$ cat config.mk
export PLATFORM = sky130hd
export DESIGN_NAME = sevenseg_scan_ctrl
export DESIGN_NICKNAME = d
export VERILOG_FILES = /design/src/rtl/sevenseg_pkg.sv /design/src/rtl/scan_tick_gen.sv /design/src/rtl/sevenseg_scan_ctrl.sv
export SDC_FILE = /design/constraint.sdc
export NUM_CORES = 1
export LEC_CHECK = 0
export CAP_MARGIN = 40
export CORE_UTILIZATION = 49
export CTS_CLUSTER_DIAMETER = 60
export DETAILED_ROUTE_END_ITERATION = 6
export PLACE_DENSITY = 0.79
export SKIP_CTS_REPAIR_TIMING = 1
export SYNTH_ARGS = -nofsm -noshare
export SYNTH_HDL_FRONTEND = slang
export SYNTH_SLANG_ARGS = --single-unit
$ cat constraint.sdc
create_clock -name clk -period 1.9 [get_ports clk]
set_input_delay 0.38 -clock clk [delete_from_list [all_inputs] [get_ports clk]]
set_output_delay 0.38 -clock clk [all_outputs]
set_load 0.05 [all_outputs]
$ cat src/rtl/sevenseg_pkg.sv
// sevenseg_pkg: shared states, blank segment constant and pin polarity helper
package sevenseg_pkg;
    typedef enum logic {BLANK, DRIVE} scan_state_e;
    typedef enum logic {HS_OPEN, HS_HELD} hs_state_e;
    localparam logic [7:0] SEG_BLANK = 8'h00;
    function automatic logic [7:0] seg_pol(input logic [7:0] x, input bit active_low);
        return active_low ? ~x : x;
    endfunction
endpackage

$ cat src/rtl/scan_tick_gen.sv
// scan_tick_gen: slot counter and digit index driving the display scan
module scan_tick_gen #(
    parameter int NUM_DIGITS   = 4,
    parameter int SLOT_CYCLES  = 65536,
    parameter int BLANK_CYCLES = 256,
    parameter int DW           = NUM_DIGITS > 1 ? $clog2(NUM_DIGITS) : 1
) (
    input  logic          clk,
    input  logic          rst_n,
    output logic [DW-1:0] digit_idx,
    output logic          slot_wrap,
    output logic          frame_wrap,
    output logic          frame_head,
    output logic          in_blank,
    output logic [3:0]    pwm_phase
);
    localparam int CW = $clog2(SLOT_CYCLES);
    logic [CW-1:0] slot_cnt;
    assign slot_wrap  = slot_cnt == CW'(SLOT_CYCLES - 1);
    assign frame_wrap = slot_wrap && digit_idx == DW'(NUM_DIGITS - 1);
    assign frame_head = slot_cnt == '0 && digit_idx == '0;
    assign in_blank   = slot_cnt < CW'(BLANK_CYCLES);
    assign pwm_phase  = slot_cnt[3:0];
    always_ff @(posedge clk or negedge rst_n) begin
        if (!rst_n) begin
            slot_cnt  <= '0;
            digit_idx <= '0;
        end else begin
            slot_cnt <= slot_wrap ? '0 : slot_cnt + CW'(1);
            if (slot_wrap) digit_idx <= frame_wrap ? '0 : digit_idx + DW'(1);
        end
    end
endmodule

$ cat src/rtl/sevenseg_scan_ctrl.sv
// sevenseg_scan_ctrl: multiplexed seven-segment driver with blanking, PWM dimming
// and frame-synchronous data loading
module sevenseg_scan_ctrl
    import sevenseg_pkg::*;
#(
    parameter int NUM_DIGITS   = 4,
    parameter int SLOT_CYCLES  = 65536,
    parameter int BLANK_CYCLES = 256,
    parameter bit ACTIVE_LOW   = 1
) (
    input  logic                    clk,
    input  logic                    rst_n,
    input  logic [8*NUM_DIGITS-1:0] load_data,
    input  logic                    load_valid,
    output logic                    load_ready,
    input  logic [NUM_DIGITS-1:0]   digit_en,
    input  logic [3:0]              brightness,
    output logic [7:0]              seg_out,
    output logic [NUM_DIGITS-1:0]   an_out,
    output logic                    frame_start
);
    localparam int DW = NUM_DIGITS > 1 ? $clog2(NUM_DIGITS) : 1;
    logic [DW-1:0] digit_idx;
    logic slot_wrap, frame_wrap, frame_head, in_blank;
    logic [3:0] pwm_phase;
    scan_tick_gen #(
        .NUM_DIGITS  (NUM_DIGITS),
        .SLOT_CYCLES (SLOT_CYCLES),
        .BLANK_CYCLES(BLANK_CYCLES),
        .DW          (DW)
    ) u_tick (
        .clk       (clk),
        .rst_n     (rst_n),
        .digit_idx (digit_idx),
        .slot_wrap (slot_wrap),
        .frame_wrap(frame_wrap),
        .frame_head(frame_head),
        .in_blank  (in_blank),
        .pwm_phase (pwm_phase)
    );
    logic [NUM_DIGITS-1:0][7:0] active_buf, pending_buf;
    hs_state_e hs_q, hs_d;
    scan_state_e scan_state;
    logic xfer, commit, an_on;
    logic [7:0] seg_d;
    logic [NUM_DIGITS-1:0] an_d;
    assign scan_state = in_blank ? BLANK : DRIVE;
    assign load_ready = hs_q == HS_OPEN;
    assign xfer       = load_valid && load_ready;
    assign commit     = hs_q == HS_HELD && frame_wrap;
    always_comb begin
        hs_d = hs_q;
        if (xfer) hs_d = HS_HELD;
        else if (commit) hs_d = HS_OPEN;
    end
    always_ff @(posedge clk or negedge rst_n) begin
        if (!rst_n) hs_q <= HS_OPEN;
        else hs_q <= hs_d;
    end
    // pending only moves to active as digit_idx wraps, so a frame never tears
    always_ff @(posedge clk or negedge rst_n) begin
        if (!rst_n) begin
            pending_buf <= {NUM_DIGITS{SEG_BLANK}};
            active_buf  <= {NUM_DIGITS{SEG_BLANK}};
        end else begin
            if (xfer) pending_buf <= load_data;
            if (commit) active_buf <= pending_buf;
        end
    end
    always_comb begin
        an_on = scan_state == DRIVE && digit_en[digit_idx] && pwm_phase <= brightness;
        seg_d = scan_state == DRIVE ? active_buf[digit_idx] : SEG_BLANK;
        an_d  = an_on ? NUM_DIGITS'(1) << digit_idx : '0;
    end
    always_ff @(posedge clk or negedge rst_n) begin
        if (!rst_n) begin
            seg_out     <= seg_pol(SEG_BLANK, ACTIVE_LOW);
            an_out      <= ACTIVE_LOW ? '1 : '0;
            frame_start <= 1'b0;
        end else begin
            seg_out     <= seg_pol(seg_d, ACTIVE_LOW);
            an_out      <= ACTIVE_LOW ? ~an_d : an_d;
            frame_start <= frame_head;
        end
    end
endmodule

# --- Word level (Yosys, flattened, before mapping) ---
# Index checks and enable logic that the tools add are counted.
word_totals:
  reg_bits: 96
  in_bits: 43
  word_cells: 45
op_classes:
  reduce_logical: 9
  n_eq_ne: 2
  magnitude_cmp: 3
  shifts: 1
  muxes: 11
  n_bitwise: 3
  add_sub_neg: 2
ops:
  columns: ["operator", "n"]
  rows:
  - ["16-bit by 1-bit adder with 16-bit output, second input constant", 1]
  - ["8-bit binary-select mux with 2-bit select", 1]
  - ["16-bit equality test, second input constant", 1]
  - ["16-bit zero test", 1]
  - ["16-bit by 9-bit less-than comparator with 1-bit output, second input constant", 1]
  - ["16-bit 2-to-1 mux", 1]
  - ["8-bit 2-to-1 mux", 2]
  - ["8-bit inverter", 1]
  - ["1-bit logical AND", 6]
  - ["4-bit <= comparator", 1]
  - ["1-bit 2-to-1 mux", 4]
  - ["4-bit 2-to-1 mux", 1]
  - ["4-bit inverter", 1]
  - ["1-bit by 2-bit left shift with 4-bit output, first input constant", 1]
  - ["2-bit by 3-bit less-than comparator with 1-bit output, second input constant", 1]
  - ["2-bit by 1-bit adder with 2-bit output, second input constant", 1]
  - ["1-bit binary-select mux with 2-bit select", 1]
  - ["2-bit equality test, second input constant", 1]
  - ["2-bit zero test", 1]
  - ["2-bit 2-to-1 mux", 1]
  - ["2-bit nonzero test", 1]
  - ["1-bit inverter", 1]

# --- Logic depth before layout (Yosys ltp) ---
depth:
  ltp_word: 6
  depth_mapped: 6
  depth_no_buf: 6

# --- Modules after synthesis ---
# A second synthesis with hierarchy kept.
unflattened:
  cells_unflattened: 297
  area_unflattened_um2: 4192.8
modules_own_cells:
  columns: ["mod", "seq_area_each_um2", "cells_each", "area_each_um2", "n_inst"]
  rows:
  - ["sevenseg_scan_ctrl", 1966.9, 201, 3200.6, 1]
  - ["scan_tick_gen", 450.4, 96, 992.2, 1]

# --- Worst setup path before layout ---
# Ideal clock, no wire load.
synth_timing:
  path_kind: "reg-to-reg"
  startpoint: "register u_tick.slot_cnt[1]"
  endpoint: "register active_buf[10] (netlist bit)"
  required_time_ps: 1775
  path_slack_ps: 56
  path_buffers: 1
  arrival_time_ps: 1719
  synth_period_minus_slack_ps: 1844
  stages_incl_launch_ff: 7
  cell_sequence: "dfrtp_1 ha_1 nand4_2 nor4_2 nand3_2 buf_6 mux2_4"
synth_via:
  elab_chain_len: 3
synth_lines:
  columns: ["item", "line", "rtl"]
  rows:
  - ["start: declaration", "scan_tick_gen.sv:18", "logic [CW-1:0] slot_cnt;"]
  - ["start signal: assignment", "scan_tick_gen.sv:29", "slot_cnt <= slot_wrap ? '0 : slot_cnt + CW'(1);"]
  - ["16-bit equality test", "scan_tick_gen.sv:19", "assign slot_wrap = slot_cnt == CW'(SLOT_CYCLES - 1);"]
  - ["1-bit logical AND", "scan_tick_gen.sv:20", "assign frame_wrap = slot_wrap && digit_idx == DW'(NUM_DIGITS - 1);"]
  - ["1-bit logical AND", "sevenseg_scan_ctrl.sv:50", "assign commit = hs_q == HS_HELD && frame_wrap;"]
  - ["end signal: assignment", "sevenseg_scan_ctrl.sv:64", "active_buf <= {NUM_DIGITS{SEG_BLANK}};"]
  - ["end signal: assignment", "sevenseg_scan_ctrl.sv:67", "if (commit) active_buf <= pending_buf;"]
  - ["end: declaration", "sevenseg_scan_ctrl.sv:41", "logic [NUM_DIGITS-1:0][7:0] active_buf, pending_buf;"]
# No other way between the ends.
# A chain may end at the register's enable or synchronous reset.

# --- Worst setup path after layout ---
layout_timing:
  startpoint: "register frame_start"
  endpoint: "output port frame_start"
layout_rtl:
  columns: ["item", "line", "rtl"]
  rows:
  - ["start: declaration", "sevenseg_scan_ctrl.sv:20", "output logic frame_start"]
  - ["start signal: assignment", "sevenseg_scan_ctrl.sv:83", "frame_start <= frame_head;"]
# No word-level cell between the ends.

==> summary.md <==
| Metric | Value |
|---|---|
| CP max stage delay | `0.79 ns` |
| PnR worst setup slack | `0.0421 ns` |
| First-pass GRT wire length | `12500 um` |
| Clk_lat worst skew | `around 0.36 ns` |
| HP Class | `input port to async pin` |
| Buffer levels on the longest clock path | `2` |
| Unrepaired setup endpoints after global routing | `no` |
| Fin crit share | `a little over nine tenths` |
| Critical path's slowest cell | `clkdlybuf4s50_1` |
| H-tree levels | `3` |
| Layout cells sized above 1 | `36.4%` |
| EDFF count, synth | `0` |
| Die H | `94.2 um` |
| MaxCap Viol Count | `0` |
| Setup TNS | `0 ns` |
| Gr ovfl total | `0` |
| Crit path depth | `1` |
| FFs w/ async S/R, synth | `100%` |
| Pwr Density | `736 nW/um^2` |
| Routed Wire Length | `~7300 um` |
| CP Launch Point | `frame_start` |
| Boundary Pins | `57` |
| Syn Nets | `333` |
| DRC marker count from the first detailed-route iteration | `85` |
| Clock transition at path regs | `about 0.090 ns` |
| Core area | `8220 sq um` |
| Worst Tran Pin Value | `between 0.4 and 0.5 ns` |
| DP HPWL | `5030 um` |
| Startpoint Class | `flip-flop` |
| DR vias/cell | `5.18` |
| Layout fillers | `613` |
| DR pass1 iterations | `4` |
| Crit end category | `output pin` |
| Most common cell after layout, fill and taps aside | `dfrtp_1` |
| Cell Chain, Critical Path | `clkdlybuf4s50_1` |
| Root Buffer | `clkbuf_8` |
| Die W | `94.2 um` |
| Share of the yosys chip area belonging to registers | `58.0%` |
| CP max FO | `1` |
| Slew Limit Fails | `0` |
| Die area | `8880 sq um` |
| Setup WS pre-CTS | `0.0657 ns` |
| Number of remaining DRC errors | `0` |
| Count of final setup violators | `0` |
| R2R Setup Slk | `0.10 ns` |
| TritonCTS buffer count | `9` |
| PortBufs | `56` |
| Largest net degree at the start of global routing | `53` |
| R2R cell count | `6` |
| Nets | `between 400 and 500` |
| Final min period | `1.86 ns` |
| Site Rows | `33` |
| Peak supply drop | `between 0.4 and 0.5 mV` |
| Syn avg cell area | `around 15 sq um` |
| Slew headroom | `67.4%` |
| Synth Cell Area | `4170 sq um` |
| Final Hold Viols | `0` |
| Fmax | `538 MHz` |
| Starting Density | `50.7%` |
| Outcome | `completed` |
| CTS tree | `built` |
| Wirelength per Cell | `15.8 um` |
| LEAKAGE | `2.41 nW` |
| Area grow syn2layout | `23.9%` |
| CTS Sinks | `96` |
| Initial antenna violation count | `0` |
| Reg2reg start | `u_tick.slot_cnt[0]` |
| Final Wtd Congestion | `0.844` |
| Most frequent cells in the layout | `dfrtp_1, clkdlybuf4s50_1, mux2_2` |
| GRT Total Usage | `19.0%` |
| Synth Register Bits | `96` |
| Setup Skew | `~0.0067 ns` |
| Synth Flop Type | `dfrtp_1` |
| Vias | `2394` |
| Bufs and invs on worst path | `1` |
| Vias in the first global route | `2557` |
| Crit path capture | `frame_start` |
| Distinct cells, synth | `34` |
| Syn. warnings | `0` |
| Crit path max-delay family | `buffers and inverters` |
| CP Class | `flip-flop to output pin` |
| Post-route ant nets | `0` |
| Required @ worst endpoint | `roughly 1.5 ns` |
| Worst R2R End | `active_buf[28]` |
| CP arrival | `1.48 ns` |
| Post-Synthesis Cells | `280` |
| ANT cells | `0` |
## layout make-up
type / instances / area (sq um) / area share, %
clock buffers: 12 / 165 / 3.20
clock inverters: 4 / 51.3 / 0.994
inverters: 10 / 37.5 / 0.727
multi-input cells: 164 / 1680 / 32.6
flip-flops and latches: 96 / 2420 / 46.8
well taps: 105 / 131 / 2.54
repair buffers: 71 / 678 / 13.1
## routing by layer
layer  vias up  share of wire [%]  wire [um]  GRT usage [%]
met5         -                  0          0              0
met4         0                2.1        156           9.23
met3        13                3.4        245           3.16
met2        48                 51       3680           31.4
met1      1204                 44       3200           24.1
li1       1129                  -          -              -
## power by group
part	total, mW	switching, mW	internal [mW]	leakage, nW
logic	0.224	0.0749	0.149	1.09
clock network	1.40	0.681	0.716	0.109
registers	2.18	0.0487	2.13	1.22
## per-stage QoR
step	utilization, %	area, sq um	power, mW	hold WS (ns)	std cells
3_5_place_dp	59.8	4910	2.45	0.322	445
6_report	62.8	5160	3.80	0.467	462
4_1_cts	62.4	5130	3.84	-0.0768	461
3_3_place_gp	59.8	4910	2.43	0.320	445
5_1_grt	62.8	5160	3.95	0.497	462
2_1_floorplan	-	4170	2.28	0.0844	280
## registers in the layout, summed over array words and instances, names as in the netlist
name / cells
active_buf: 32
pending_buf: 32
u_tick.slot_cnt: 16
seg_out: 8
an_out: 4
u_tick.digit_idx: 2
frame_start: 1
hs_q: 1
## worst min-delay path by stage
stage	startpoint	endpoint	slack, ns	cells past startpoint
floorplan	rst_n	active_buf[0]	0.08	0
global placement	rst_n	active_buf[14]	0.32	1
detailed placement	rst_n	active_buf[14]	0.32	1
CTS	rst_n	active_buf[14]	-0.08	1
global route	rst_n	active_buf[5]	0.50	2
finish	rst_n	active_buf[14]	0.47	2
## synth_stat cells, types with 3 or more instances
| library cell | instances | area share [%] |
|---|---|---|
| clkbuf_1 | 3 | 0.27 |
| nand3_1 | 9 | 1.1 |
| dfrtp_1 | 84 | 50 |
| inv_1 | 10 | 0.90 |
| xor2_1 | 4 | 0.84 |
| buf_1 | 3 | 0.27 |
| nand4_1 | 3 | 0.45 |
| nor2_1 | 12 | 1.1 |
| xnor2_1 | 9 | 1.9 |
| dfstp_2 | 12 | 7.6 |
| nand2_1 | 15 | 1.4 |
| nor4_1 | 6 | 0.90 |
| mux2_1 | 6 | 1.6 |
| buf_6 | 3 | 0.81 |
| and2_1 | 3 | 0.45 |
| ha_1 | 10 | 3.0 |
| mux2_4 | 29 | 10 |
| mux4_2 | 9 | 4.9 |
| mux2_2 | 30 | 8.1 |
## cells by family (layout without fill, tap and decap cells)
| family | count (synthesis) | in the layout | synth area share (%) |
|---|---|---|---|
| xor+xnor | 13 | 13 | 2.73 |
| compound gates | 5 | 5 | 0.781 |
| fa+ha+maj | 10 | 10 | 3.00 |
| flops | 96 | 96 | 58.0 |
| mux | 75 | 75 | 25.3 |
| buf+inv | 20 | 97 | 2.37 |
| simple gates | 61 | 61 | 7.84 |
(Power assumes the default switching activity.)
